$ cat config.mk
export PLATFORM = sky130hd
export DESIGN_NAME = tribus_arbiter_flat
export DESIGN_NICKNAME = d
export VERILOG_FILES = /design/src/rtl/tribus_arbiter_if.sv /design/src/rtl/tribus_arbiter.sv /design/src/flat_wrapper.sv
export SDC_FILE = /design/constraint.sdc
export NUM_CORES = 1
export LEC_CHECK = 0
export ABC_AREA = 1
export CAP_MARGIN = 30
export CORE_MARGIN = 10
export CORE_UTILIZATION = 35
export CTS_BUF_LIST = sky130_fd_sc_hd__clkbuf_8
export DETAILED_ROUTE_END_ITERATION = 8
export SYNTH_ARGS = -nofsm -noshare
export SYNTH_HDL_FRONTEND = slang
export SYNTH_SLANG_ARGS = --single-unit
$ cat constraint.sdc
create_clock -name clk -period 3.7 [get_ports clk]
set_input_delay 0.74 -clock clk [delete_from_list [all_inputs] [get_ports clk]]
set_output_delay 0.74 -clock clk [all_outputs]
set_load 0.01 [all_outputs]
$ cat src/rtl/tribus_arbiter_if.sv
// Bus-side signals of the tri-state bus arbiter.
//   master modport: the requesting side (drives req, observes enables/status).
//   slave modport : the arbiter itself.
// Optional macro ARB_STATS_EN adds the 8-bit grant_total counter.
// Handshake: req is level-sensitive. A master may drive the bus only while
// its en bit is high. en is registered and changes one edge after the req
// value that caused it. Two grants are always separated by at least one
// all-zero en cycle.
interface tribus_arbiter_if #(
  parameter int N_MASTERS = 4
);
  localparam int IW = $clog2(N_MASTERS);

  logic [N_MASTERS-1:0] req;
  logic [N_MASTERS-1:0] en;
  logic [IW-1:0]        grant_id;
  logic                 bus_busy;
`ifdef ARB_STATS_EN
  logic [7:0]           grant_total;
`endif

  modport master (
    output req,
    input  en,
    input  grant_id,
`ifdef ARB_STATS_EN
    input  grant_total,
`endif
    input  bus_busy
  );

  modport slave (
    input  req,
    output en,
    output grant_id,
`ifdef ARB_STATS_EN
    output grant_total,
`endif
    output bus_busy
  );
endinterface

$ cat src/rtl/tribus_arbiter.sv
// Round-robin arbiter producing one-hot enables for a bank of tri-state
// bus buffers. A grant is followed by TURN_CYCLES dead cycles so two
// buffers can never drive the bus at the same time.
// Optional macro ARB_STATS_EN enables the saturating grant_total counter.
// dbg_state exposes the FSM state (0=IDLE, 1=GRANT, 2=TURN).
module tribus_arbiter #(
  parameter int N_MASTERS   = 4,
  parameter int MAX_HOLD    = 8,
  parameter int TURN_CYCLES = 1
) (
  input  logic       clk,
  input  logic       reset,
  tribus_arbiter_if.slave bus,
  output logic [1:0] dbg_state
);
  localparam int IW     = $clog2(N_MASTERS);
  localparam int HOLD_W = 8;
  localparam int TURN_W = 2;

  typedef enum logic [1:0] {
    IDLE  = 2'd0,
    GRANT = 2'd1,
    TURN  = 2'd2
  } state_t;

  state_t                state;
  logic [IW-1:0]         last_id;
  logic [HOLD_W-1:0]     hold_cnt;
  logic [TURN_W-1:0]     turn_cnt;

  logic                  win_valid;
  logic [IW-1:0]         win_id;
  logic [N_MASTERS-1:0]  win_hot;
  logic [N_MASTERS-1:0]  cur_hot;
  logic [N_MASTERS-1:0]  others;
  logic                  hold_limit;
  logic                  release_now;
  logic                  turn_done;
  logic                  issue;

  assign dbg_state = state;

  // Round-robin search starting just after the last winner, with wrap.
  always_comb begin
    win_valid = 1'b0;
    win_id    = last_id;
    for (int i = 1; i <= N_MASTERS; i++) begin
      if (!win_valid && bus.req[(int'(last_id) + i) % N_MASTERS]) begin
        win_valid = 1'b1;
        win_id    = IW'((int'(last_id) + i) % N_MASTERS);
      end
    end
  end

  assign win_hot     = {{(N_MASTERS-1){1'b0}}, 1'b1} << win_id;
  assign cur_hot     = {{(N_MASTERS-1){1'b0}}, 1'b1} << bus.grant_id;
  assign others      = bus.req & ~cur_hot;
  // Forced release only matters when someone else is waiting; a lone
  // requester keeps the bus indefinitely.
  assign hold_limit  = (MAX_HOLD != 0) && (hold_cnt == HOLD_W'(MAX_HOLD - 1)) && (|others);
  assign release_now = !bus.req[bus.grant_id] || hold_limit;
  assign turn_done   = (turn_cnt == TURN_W'(TURN_CYCLES - 1));
  assign issue       = win_valid && ((state == IDLE) || (state == TURN && turn_done));

  // FSM with all bus-facing outputs registered; a new grant overrides the
  // per-state updates on the edge it is issued.
  always_ff @(posedge clk) begin
    if (reset) begin
      state        <= IDLE;
      bus.en       <= '0;
      bus.grant_id <= '0;
      bus.bus_busy <= 1'b0;
      hold_cnt     <= '0;
      turn_cnt     <= '0;
      last_id      <= IW'(N_MASTERS - 1);
`ifdef ARB_STATS_EN
      bus.grant_total <= '0;
`endif
    end else begin
      case (state)
        IDLE: begin
          bus.en       <= '0;
          bus.bus_busy <= 1'b0;
        end
        GRANT: begin
          if (release_now) begin
            bus.en       <= '0;
            bus.bus_busy <= 1'b0;
            turn_cnt     <= '0;
            state        <= TURN;
          end else if (hold_cnt != {HOLD_W{1'b1}}) begin
            hold_cnt <= hold_cnt + 1'b1;
          end
        end
        TURN: begin
          if (turn_done) begin
            state <= IDLE;
          end else begin
            turn_cnt <= turn_cnt + 1'b1;
          end
        end
        default: begin
          state        <= IDLE;
          bus.en       <= '0;
          bus.bus_busy <= 1'b0;
        end
      endcase

      if (issue) begin
        bus.en       <= win_hot;
        bus.grant_id <= win_id;
        bus.bus_busy <= 1'b1;
        last_id      <= win_id;
        hold_cnt     <= '0;
        state        <= GRANT;
`ifdef ARB_STATS_EN
        if (bus.grant_total != 8'hFF) bus.grant_total <= bus.grant_total + 1'b1;
`endif
      end
    end
  end
endmodule

$ cat src/flat_wrapper.sv
// flat-port wrapper written by rule: the top's interface ports become plain ports
module tribus_arbiter_flat 
#(
  parameter int N_MASTERS   = 4,
  parameter int MAX_HOLD    = 8,
  parameter int TURN_CYCLES = 1
)
  (clk, reset, dbg_state, bus_req, bus_en, bus_grant_id, bus_bus_busy);
  tribus_arbiter_if #(.N_MASTERS(N_MASTERS)) bus_i ();
  input  logic clk;
  input  logic reset;
  output logic [1:0] dbg_state;
  input wire logic [$bits(bus_i.req)-1:0] bus_req;
  output wire logic [$bits(bus_i.en)-1:0] bus_en;
  output wire logic [$bits(bus_i.grant_id)-1:0] bus_grant_id;
  output wire logic [$bits(bus_i.bus_busy)-1:0] bus_bus_busy;
  assign bus_i.req = bus_req;
  assign bus_en = bus_i.en;
  assign bus_grant_id = bus_i.grant_id;
  assign bus_bus_busy = bus_i.bus_busy;
  tribus_arbiter #(.N_MASTERS(N_MASTERS), .MAX_HOLD(MAX_HOLD), .TURN_CYCLES(TURN_CYCLES)) u_core (.clk(clk), .reset(reset), .bus(bus_i), .dbg_state(dbg_state));
endmodule
# Word-level counts from Yosys, hierarchy flattened
# Cells that the tools add are included.
# W data, S select, Z words.
# classes
n_eq_ne	11
n_bitwise	8
magnitude_cmp	5
multipliers	0
shift	2
add_sub_neg	6
div	0
mux	35
n_reduce_logical	26
# op_table
cell	n
$lt A3 B4 Y1 const B	4
$mux W1	16
$mux W2	8
$reduce_and A3 Y1	4
$bmux W1 S2	5
$reduce_or A2 Y1	5
$add A8 B1 Y8 const B	1
$eq A8 B3 Y1 const B	1
$mux W4	2
$ne A2 B1 Y1 const B	4
$ne A8 B8 Y1 const B	1
$pmux W4 S2	1
$shl A1 B2 Y4 const A	2
$add A2 B1 Y2 const B	3
$logic_and A1 B1 Y1	6
$ne A3 B1 Y1 const B	2
$pmux W2 S3	1
$add A2 B2 Y2 const B	2
$and A1 B1 Y1 const A	4
$and A4 B4 Y4	1
$logic_not A1 Y1	4
$logic_not A2 Y1	2
$not A4 Y4	1
$pmux W2 S2	1
other kinds (10)	12
# totals
word_cells	101
mem_bits_rw	0
mem_bits_ro	0
reg_bits	21
in_bits	6
latch_bits	0
n_memories	0

# Depth between registers and ports, before layout
# depth
depth_word	19
mapped_depth	15

# Worst setup path after synthesis
# OpenSTA, ideal clock, no wires.
# synth_path
path_kind	input -> register
startpoint	in bus_req[2]
endpoint	reg u_core.state[1] (netlist: u_core.dbg_state[1])
required_time_ns	3.627
stages	10
path_buffers	1
path_slack_ns	1.965
arrival_ns	1.662
setup_ns	0.073
cell_sequence	nand2_1 -> nand2_4 -> nand2_4 -> nand2_4 -> nor2_4 -> nand3_2 -> nand2_2 -> nand2_2 -> buf_6 -> nor3_2
# synth_via
elab_chain_len	15
word_cells_on_any_way	33
classes_between	1 x eq/ne; 18 x mux; 1 x bitwise; 13 x reduce/logical
# synth_rtl
item	line_no	rtl
start: declaration	flat_wrapper.sv:13	input wire logic [$bits(bus_i.req)-1:0] bus_req;
$bmux W1 S2	tribus_arbiter.sv:48	if (!win_valid && bus.req[(int'(last_id) + i) % N_MASTERS]) begin
$mux W1 (implied by the code) (2 in a row)	tribus_arbiter.sv:48	
$mux W1	tribus_arbiter.sv:48	
$logic_not A1 Y1	tribus_arbiter.sv:48	
$logic_and A1 B1 Y1	tribus_arbiter.sv:48	
$mux W1	tribus_arbiter.sv:48	
$logic_not A1 Y1	tribus_arbiter.sv:48	
$logic_and A1 B1 Y1	tribus_arbiter.sv:48	
$mux W1	tribus_arbiter.sv:48	
$logic_not A1 Y1	tribus_arbiter.sv:48	
$logic_and A1 B1 Y1	tribus_arbiter.sv:48	
$mux W1	tribus_arbiter.sv:48	
$logic_and A1 B1 Y1	tribus_arbiter.sv:63	assign issue = win_valid && ((state == IDLE) || (state == TURN && turn_done));
$reduce_or A2 Y1 (no line)	--	
end signal: assignment	tribus_arbiter.sv:69	state <= IDLE;
end signal: assignment	tribus_arbiter.sv:90	state <= TURN;
end signal: assignment	tribus_arbiter.sv:97	state <= IDLE;
end: declaration	tribus_arbiter.sv:26	state_t state;
# Several ways; a longest one is shown, not always the timed one. The select of a mux whose other input is x is not followed.
# A chain may end at the register's enable or synchronous reset.

# Worst setup path in the final report
# layout_path
startpoint	in bus_req[1]
endpoint	reg u_core.hold_cnt[2]
# layout_via
elab_chain_len	15
word_cells_on_any_way	33
classes_between	18 x mux; 2 x bitwise; 13 x reduce/logical
# layout_rtl
item	line_no	rtl
$bmux W1 S2	tribus_arbiter.sv:48	
$mux W1 (implied by the code) (2 in a row)	tribus_arbiter.sv:48	
$mux W1	tribus_arbiter.sv:48	
$logic_not A1 Y1	tribus_arbiter.sv:48	
$logic_and A1 B1 Y1	tribus_arbiter.sv:48	
$mux W1	tribus_arbiter.sv:48	
$logic_not A1 Y1	tribus_arbiter.sv:48	
$logic_and A1 B1 Y1	tribus_arbiter.sv:48	
$mux W1	tribus_arbiter.sv:48	
$logic_not A1 Y1	tribus_arbiter.sv:48	
$logic_and A1 B1 Y1	tribus_arbiter.sv:48	
$mux W1	tribus_arbiter.sv:48	
$logic_and A1 B1 Y1	tribus_arbiter.sv:63	
$reduce_or A2 Y1 (no line)	--	
end signal: assignment	tribus_arbiter.sv:92	hold_cnt <= hold_cnt + 1'b1;
end: declaration	tribus_arbiter.sv:28	logic [HOLD_W-1:0] hold_cnt;
# Several ways; a longest one is shown, not always the timed one. The select of a mux whose other input is x is not followed.

==> impl_metrics.yaml <==
synthesis:
  synth_nets: 225
  ys_ff_latch: 21
  synth_cells: 213
  avgSynthCellArea_sq_um: 6.826
  synth_cell_types: 30
  netlist_top_cells_count: "64 x nand2_1, 22 x inv_1, 22 x nand3_1, 21 x dfxtp_1, 17 x a21oi_1"
  netlist_area_sq_um: 1454
  synth_flop_cell: "dfxtp_1"
  synthArstFlopShare_pct: 0
  yosys_warnings: 0
  synth_edf_count: 0
  synthMostInstantiatedCell: "nand2_1"
  synth.top_cells.by_area: "dfxtp_1 29%, nand2_1 17%, nand3_1 7.6%, a21oi_1 5.9%, inv_1 5.7%"
  synth_top_area_share_pct: 28.92
  seq_area_frac_synth_pct: 28.92
  yosysTopAreaCell: "dfxtp_1"
final_layout:
  area.growth.synth_to_final_pct: 14.54
  multiInputGateArea_sq_um: 893.4
  layout-drive-gt1-share_pct: 14.10
  regArea_sq_um: 420.4
  antenna_cells: 0
  utilization_pct: 41.63
  nNetsFinal: 240
  nFillCells: 398
sta:
  finalHoldViolCount: 0
  fmax_ghz: 0.4432
  finalSetupViolCount: 0
  setup_tns_ns: 0
  tightest_slew_ns: 0.4341
  slew_headroom_pct: 70.97
  post-route-min-period_ns: 2.256
  holdWs_ns: 0.4656
  maxSlewViolCount: 0
  grt_setup_unrepaired: "no"
  clock_skew_ns: 0.001838
  fin_crit_sh_pct: 60.97
critical_path:
  crit_chain: "clkdlybuf4s50_1 -> nand2_1 -> o21ai_0 -> o21ai_0 -> nand3_2 -> nand2_2 -> nand2_2 -> inv_1 -> o21ai_0 -> nor2_1"
  path_common_cell: "o21ai_0"
  cp.required_ns: 3.90
  path_delay_family: "buffers and inverters"
  cp-end-kind: "register"
  critPathArrivalTime_ns: 2.46
  crit_slowest_cell: "clkdlybuf4s50_1"
  critPathKind: "in -> reg"
  cp.buffers_inverters: 2
  slowest_delay_ns: 0.52
  crit_fanout: 11
  crit_path_start_kind: "input pin"
floorplanning:
  start_util_pct: 36.35
  num_rows: 23
  dieArea_sq_um: 7132
  num_io_pins: 15
  die_w_um: 84.45
  core_region_area_sq_um: 4000
  fp.dieH_um: 84.45
cts:
  clock_latency_ns: 0.25
  cts_tree: "done"
  cts_made_buffers: 3
  ctsLongestPathBuffers: 2
  clk_pin_slew_ns: 0.08
  htreeDepth: 1
  root_buffer: "clkbuf_8"
  cts.sinks: 21
  cts-hold-fix-buffers: 0
  post_cts_buffers: 0
  cts_resized: 0
detailed_routing:
  routed_wl_um: 2998
  ant_nets: 0
  via_per_inst: 4.776
  wire_per_inst_um: 10.82
  drc: 0
  firstDrtPassIters: 6
  drt_iter0_markers: 30
  via_count: 1323
global_routing:
  grt_pass1_wl_um: 5257
  grt_pass1_vias: 1266
  overflow: 0
  grtUsageTotal_pct: 8.332
  grt_max_degree: 13
  antenna_found_initial: 0
placement:
  hpwl_um: 2381
  portBuffers: 14
  routabilityCongestion: 0.8147
worst_hold_path:
  hold_path_class: "reg -> reg"
power_and_ir_drop:
  p_total_uw: 1224
  p_per_area_nw_per_um2: 734.9
  p_leak_uw: 0.0006964
  ir_worst_vdd_v: 0.0004721
outcome:
  outcome: "finished, final reports clean"
run:
  cap_violations: 0
## logic make-up after synthesis
kind of cell             count (synthesis)  share of synthesized area, %
XOR/XNOR                                 5                         3.012
buffers and inverters                   30                         9.638
adder cells (fa/ha/maj)                  6                         5.163
flip-flops                              21                         28.92
AND/OR/NAND/NOR                        124                         42.17
AO/OA/AOI/OAI                           27                         11.10
## cell type report
class / count / area share (%)
Timing Repair Buffer: 14 / 8.415
Clock buffer: 3 / 2.479
Inverter: 26 / 6.161
Tap cell: 50 / 3.757
Multi-Input combinational cell: 162 / 53.64
Clock inverter: 1 / 0.3005
Sequential cell: 21 / 25.24
## metrics by stage
stage,setup WS [ns],cell area (sq um),cells
floorplan,1.965,1454,213
global placement,1.128,1619,273
detailed placement,1.173,1619,273
CTS,1.427,1665,277
global route,1.194,1665,277
finish,1.444,1665,277
## worst paths after layout
kind	startpoint	end	slack [ns]	cells after the start
max reg2reg	u_core.last_id[0]	u_core.hold_cnt[2]	1.88	8
min	u_core.turn_cnt[0]	u_core.turn_cnt[0]	0.47	2
min reg2reg	u_core.turn_cnt[0]	u_core.turn_cnt[0]	0.47	2
max	bus_req[1]	u_core.hold_cnt[2]	1.44	10
## power by group
part           internal [uW]  leakage [uW]  switching [uW]
Sequential               280      0.000171            62.8
Combinational            278      0.000500             455
Clock                   74.9     0.0000255            72.8
## layer usage
| layer | up-vias | global-route usage (%) | wire (um) |
|---|---|---|---|
| met5 | - | 0 | 0 |
| met2 | 14 | 14.38 | 1433 |
| met1 | 589 | 9.438 | 1384 |
| met3 | 4 | 3.671 | 163 |
| li1 | 716 | - | - |
| met4 | 0 | 1.198 | 16 |
## flip-flops by register name, indices dropped and copies added, names as in the netlist
name and count:
u_core.bus.grant_id 2, u_core.hold_cnt 8, u_core.bus.en 4, u_core.turn_cnt 2, u_core.dbg_state 2, u_core.last_id 2, u_core.bus.bus_busy 1
## cell usage in the layout (no fill, tap or decap), drive strengths merged
master         Yosys  final
inv               26     26
nand3b             1      1
xor2               4      4
xnor2              1      1
nand4              4      4
nor3b              1      1
clkdlybuf4s50      0     14
nor4               1      1
o21ai              5      5
nand3             24     24
and2               1      1
nor2              10     10
a21oi             17     17
a22oi              1      1
o211ai             2      2
clkbuf             1      3
nor3               3      3
clkinv             0      1
nand2             79     79
ha                 6      6
o22ai              2      2
dfxtp             21     21
## tightest hold or removal path: cells and delay by family, from the launching register on
family / cells / cell delay (ns)
compound gates: 1 / 0.05
simple gates: 1 / 0.06
flops: 1 / 0.32
No activity file was read; power rests on OpenSTA's default activity.
